### config.mk
export PLATFORM = sky130hd
export DESIGN_NAME = gpio_input_conditioner
export DESIGN_NICKNAME = d
export VERILOG_FILES = /design/src/rtl/gpio_cond_pkg.sv /design/src/rtl/gpio_debounce_bit.sv /design/src/rtl/gpio_input_conditioner.sv
export SDC_FILE = /design/constraint.sdc
export NUM_CORES = 1
export LEC_CHECK = 0
export ABC_AREA = 1
export BUFFER_PORTS_ARGS = -buffer_cell sky130_fd_sc_hd__buf_2
export CAP_MARGIN = 10
export CELL_PAD_IN_SITES_DETAIL_PLACEMENT = 2
export CELL_PAD_IN_SITES_GLOBAL_PLACEMENT = 2
export CORE_UTILIZATION = 30
export DETAILED_ROUTE_END_ITERATION = 7
export PLACE_DENSITY_LB_ADDON = 0.1
export RECOVER_POWER = 50
export SLEW_MARGIN = 30
export SYNTH_ARGS = -nofsm -noshare
export SYNTH_HDL_FRONTEND = slang
export SYNTH_SLANG_ARGS = --single-unit
### constraint.sdc
create_clock -name clk -period 1.67 [get_ports clk]
set_clock_uncertainty 0.05 [all_clocks]
set_input_delay 0.0835 -clock clk [delete_from_list [all_inputs] [get_ports clk]]
set_output_delay 0.0835 -clock clk [all_outputs]
set_load 0.03 [all_outputs]
### src/rtl/gpio_cond_pkg.sv
// gpio_cond_pkg: shared defaults and debounce state type for the GPIO input conditioner.
package gpio_cond_pkg;
    localparam int WIDTH_D       = 8;
    localparam int SYNC_STAGES_D = 2;
    localparam int DEBOUNCE_W_D  = 8;
    typedef enum logic {DB_IDLE, DB_COUNT} db_state_e;
endpackage

### src/rtl/gpio_debounce_bit.sv
// gpio_debounce_bit: per-bit synchroniser, debounce counter, stable value and edge pulses.
module gpio_debounce_bit
    import gpio_cond_pkg::*;
#(
    parameter int SYNC_STAGES = SYNC_STAGES_D,
    parameter int DEBOUNCE_W  = DEBOUNCE_W_D
) (
    input  logic                  clk,
    input  logic                  reset,
    input  logic                  pad,
    input  logic [DEBOUNCE_W-1:0] limit,
    output logic                  stable,
    output logic                  edge_rise,
    output logic                  edge_fall
);
    logic [SYNC_STAGES-1:0] sync_q;
    logic [DEBOUNCE_W-1:0]  cnt, cnt_nxt;
    logic                   sync_out, commit, stable_nxt;
    db_state_e              state;

    assign sync_out = sync_q[SYNC_STAGES-1];

    // The state is implied by disagreement between the synchronised input and the stable value.
    always_comb begin
        state      = (sync_out == stable) ? DB_IDLE : DB_COUNT;
        commit     = (state == DB_COUNT) && (cnt >= limit);
        cnt_nxt    = (state == DB_IDLE || commit) ? '0 : cnt + 1'b1;
        stable_nxt = commit ? sync_out : stable;
    end

    always_ff @(posedge clk or negedge reset) begin
        if (!reset) begin
            sync_q    <= '0;
            cnt       <= '0;
            stable    <= 1'b0;
            edge_rise <= 1'b0;
            edge_fall <= 1'b0;
        end else begin
            sync_q    <= {sync_q[SYNC_STAGES-2:0], pad};
            cnt       <= cnt_nxt;
            stable    <= stable_nxt;
            edge_rise <= commit & sync_out;
            edge_fall <= commit & ~sync_out;
        end
    end
endmodule

### src/rtl/gpio_input_conditioner.sv
// gpio_input_conditioner: conditions raw pad inputs into debounced values, edge pulses
// and latched interrupt pending flags.
module gpio_input_conditioner
    import gpio_cond_pkg::*;
#(
    parameter int WIDTH       = WIDTH_D,
    parameter int SYNC_STAGES = SYNC_STAGES_D,
    parameter int DEBOUNCE_W  = DEBOUNCE_W_D
) (
    input  logic                  clk,
    input  logic                  reset,
    input  logic [WIDTH-1:0]      pad_p2c,
    input  logic [DEBOUNCE_W-1:0] debounce_limit,
    input  logic [WIDTH-1:0]      rise_en,
    input  logic [WIDTH-1:0]      fall_en,
    input  logic [WIDTH-1:0]      irq_clear,
    output logic [WIDTH-1:0]      gpio_read,
    output logic [WIDTH-1:0]      edge_rise,
    output logic [WIDTH-1:0]      edge_fall,
    output logic [WIDTH-1:0]      irq_pending,
    output logic                  irq
);
    for (genvar i = 0; i < WIDTH; i++) begin : g_bit
        gpio_debounce_bit #(
            .SYNC_STAGES(SYNC_STAGES),
            .DEBOUNCE_W (DEBOUNCE_W)
        ) u_db (
            .clk      (clk),
            .reset    (reset),
            .pad      (pad_p2c[i]),
            .limit    (debounce_limit),
            .stable   (gpio_read[i]),
            .edge_rise(edge_rise[i]),
            .edge_fall(edge_fall[i])
        );
    end

    // A new enabled edge wins over a coincident clear.
    always_ff @(posedge clk or negedge reset) begin
        if (!reset)
            irq_pending <= '0;
        else
            irq_pending <= (edge_rise & rise_en) | (edge_fall & fall_en) | (irq_pending & ~irq_clear);
    end

    assign irq = |irq_pending;
endmodule

==> impl_metrics.py <==
metrics = {
    "outcome": {
        "status": "complete, no violations",
    },
    "sta": {
        "period_share_pct": 94.8,
        "hold_viol_final": 0,
        "tns_ns": 0,
        "worstMarginPinSlew_ns": 1.13,
        "min_period_ns": 1.58,
        "slew_viol_final": 0,
        "max_freq_mhz": 632,
        "max_slew_margin_pct": 24.5,
        "setup_viol": 0,
        "rsz0062_at_grt": "true",
    },
    "cells_and_area": {
        "drive_gt1_share_pct": 19.1,
        "antennaDiodeCount": 0,
        "finalNonFillerCells": 1090,
        "nets": 929,
        "final_area_um2": 7740,
        "areaGrowthSynthToFinish_pct": 21.6,
        "fillers": 2291,
    },
    "critical_path": {
        "critical_path_depth": 8,
        "cp_data_arrival_time_ns": 1.81,
        "slowest_stage": "dfrtp_1",
        "worst-r2r-setup-slack_ns": 0.09,
        "cp_top_family": "simple AND/OR/NAND/NOR gates",
        "critPathMaxStageDelay_ns": 0.42,
        "cpMostUsedCell": "nand2_1",
        "setup.worst_path.end_class": "flop",
        "crit_fanout": 8,
        "worstPathRequired_ns": 1.90,
        "r2r_cells": 8,
        "setup.worst_path.start": "g_bit[2].u_db.cnt[1]$_DFF_PN0_",
        "path_buf_inv": 0,
        "worstSetupStartpointType": "flop",
        "r2r-end": "g_bit[2].u_db.cnt[5]$_DFF_PN0_",
        "crit_type": "flop to flop",
        "cp_cell_sequence": "ha_1, nand2_1, nand3_1, nand2_1, nand2_1, nand2_2, nand3_4, nor2_1",
        "timing.rr.start": "g_bit[2].u_db.cnt[1]$_DFF_PN0_",
        "cp-endpoint": "g_bit[2].u_db.cnt[5]$_DFF_PN0_",
    },
    "placed_design": {
        "place_inst": 1045,
        "hpwl_mm": 12.3,
        "post_dp_cell_area_um2": 7170,
        "place.gp.congestion": 0.753,
        "port-buffer-count": 74,
    },
    "synthesis": {
        "syn_avg_cell_area_um2": 9.05,
        "synth_top_area_share_pct": 44.0,
        "synth_area_um2": 6370,
        "synth_cells": 704,
        "synth-seq-area-share_pct": 44.0,
        "ys_ff_latch": 112,
        "synth_top_cell_by_area": "dfrtp_1",
        "yosys-top-cells-area": "dfrtp_1 44%, ha_1 14%, nand2_1 9.1%",
        "synth.net_count": 818,
        "yosysWarnings": 0,
        "ys_types": 25,
    },
    "power_and_ir_drop": {
        "p_int_mw": 4.93,
        "p_sw_share_pct": 34.3,
        "p_total_mw": 7.50,
        "p_clk_share_pct": 28.4,
        "ir_drop_mv": 0.495,
        "seq_power_share_pct": 43.9,
        "combPwrFrac_pct": 27.7,
        "switching_power_mw": 2.57,
        "cellLeakagePower_nw": 4.08,
        "power_density_nw_per_um2": 969,
    },
    "grt": {
        "grt_pass1_vias": 5579,
        "grt_max_degree": 71,
        "antenna_found_initial": 0,
        "grt_pass1_wl_mm": 27.4,
        "grt_remaining_overflow": 0,
        "grt_usage_pct": 16.2,
    },
    "route": {
        "viasPerCell": 4.56,
        "wl_per_cell_um": 15.0,
        "route.vias.total": 4974,
        "drc": 0,
        "ant_nets": 0,
        "dr.pass1.iters": 4,
        "drt_iter0_drc": 93,
        "totalWireLength_mm": 16.4,
    },
    "floorplan": {
        "placementRows": 52,
        "die_h_um": 148,
        "core_um2": 20500,
        "die_w_um": 148,
        "ios": 75,
        "initial_utilization_pct": 31.1,
        "fp.dieArea_um2": 21800,
    },
    "clocking": {
        "tritoncts": "yes",
        "cts_sinks": 112,
        "root_buffer": "clkbuf_16",
        "cts_htree_levels": 3,
        "cts_made_buffers": 9,
        "clk_latency_ns": 0.36,
        "clkTransAtPathRegs_ns": 0.07,
        "clk_path_buf_depth": 2,
    },
    "flow_run": {
        "max_cap_viol_count": 0,
    },
    "min_path": {
        "hp-class": "flop to flop",
    },
}
==> kinds of logic after synthesis <==
logic type / Yosys count / share of synthesized area (%)
and+or+nand+nor: 312 / 22.8
buffers and inverters: 114 / 8.13
DFF: 112 / 44.0
adders and majority gates: 72 / 14.1
xor gates and xnor gates: 48 / 6.60
AOI/OAI and AO/OA: 46 / 4.32
==> sequential cells by signal, summed over array words and instances, names as in the netlist <==
name and cells:
g_bit.u_db.cnt 64, g_bit.u_db.edge_fall 8, g_bit.u_db.edge_rise 8, g_bit.u_db.stable 8, g_bit.u_db.sync_q 16, irq_pending 8
==> cell usage after synthesis <==
library cell	number
nand4_1	1
nand3_1	35
buf_4	24
nor2_1	87
o211ai_1	8
xnor2_1	16
nand2_1	154
o21a_2	4
dfrtp_1	112
ha_1	72
inv_1	90
xor2_1	32
nor3_1	1
nor2_4	1
a21o_1	1
nor3_2	8
nand3_4	7
nand2_2	2
nor2_2	1
a21oi_1	30
o21a_1	3
nand3_2	5
nor4_1	1
nand4_4	1
or2_1	8
==> worst min path at each step <==
stage / startpoint / to / slack [ns] / cells after the start
2_1_floorplan: reset / g_bit[0].u_db.cnt[0]$_DFF_PN0_ / -0.26 / 0
3_3_place_gp: reset / g_bit[3].u_db.cnt[5]$_DFF_PN0_ / 0.05 / 2
3_5_place_dp: reset / g_bit[3].u_db.cnt[7]$_DFF_PN0_ / 0.05 / 2
4_1_cts: reset / g_bit[6].u_db.sync_q[1]$_DFF_PN0_ / 0.22 / 3
5_1_grt: pad_p2c[4] / g_bit[4].u_db.sync_q[0]$_DFF_PN0_ / 0.29 / 2
6_report: g_bit[0].u_db.sync_q[0]$_DFF_PN0_ / g_bit[0].u_db.sync_q[1]$_DFF_PN0_ / 0.30 / 0
==> layout by cell type (no fill, tap or decap), drive strengths merged <==
| master | count |
|---|---|
| clkinv | 2 |
| nand2 | 156 |
| clkinvlp | 2 |
| nand4 | 2 |
| xor2 | 32 |
| nor3 | 9 |
| o211ai | 8 |
| a21o | 1 |
| clkbuf | 15 |
| o21a | 7 |
| dfrtp | 112 |
| buf | 96 |
| or2 | 8 |
| nor4 | 1 |
| xnor2 | 16 |
| a21oi | 30 |
| nor2 | 89 |
| nand3 | 47 |
| inv | 90 |
| ha | 72 |
| dlygate4sd3 | 25 |
==> layout make-up <==
type | count | area, um^2 | area share [%]
tap | 270 | 338 | 4.36
timing repair buffer | 124 | 895 | 11.6
inverter | 90 | 338 | 4.36
clock inverter | 4 | 28.8 | 0.372
multi-input combinational | 478 | 3080 | 39.8
sequential | 112 | 2800 | 36.2
clock buffer | 12 | 256 | 3.31
==> metal layers <==
metal / global-route usage, % / wire length [um]
met2: 30.5 / 8750
met3: 3.27 / 478
met5: 0 / 0
met4: 3.09 / 138
met1: 18.7 / 7020
==> power by group through the flow <==
stage | combinational (mW) | sequential, mW | clock, mW
finish | 2.08 | 3.29 | 2.13
global route | 2.38 | 3.35 | 2.32
CTS | 2.12 | 3.31 | 2.24
detailed placement | 2.07 | 3.36 | 0
global placement | 1.93 | 3.34 | 0
floorplan | 1.47 | 3.29 | 0
==> timing repair <==
item                                   4_1_cts  5_1_grt
gates resized for setup                      2       13
hold buffers                                25        0
setup buffers                                0        4
setup endpoints to repair                    2       62
pin swaps                                    0        3
endpoints found under the hold margin      128        0
==> through the flow <==
step | utilization, % | hold slack, ns | setup slack, ns
6_report | 37.8 | 0.301 | 0.0877
5_1_grt | 37.8 | 0.294 | -0.000867
4_1_cts | 37.6 | 0.217 | 0.0101
3_5_place_dp | 35.0 | 0.0498 | 0.00892
3_3_place_gp | 35.0 | 0.0499 | 0.0903
2_1_floorplan | - | -0.262 | 0.260
Note: power is estimated with default switching activity, not from simulation.
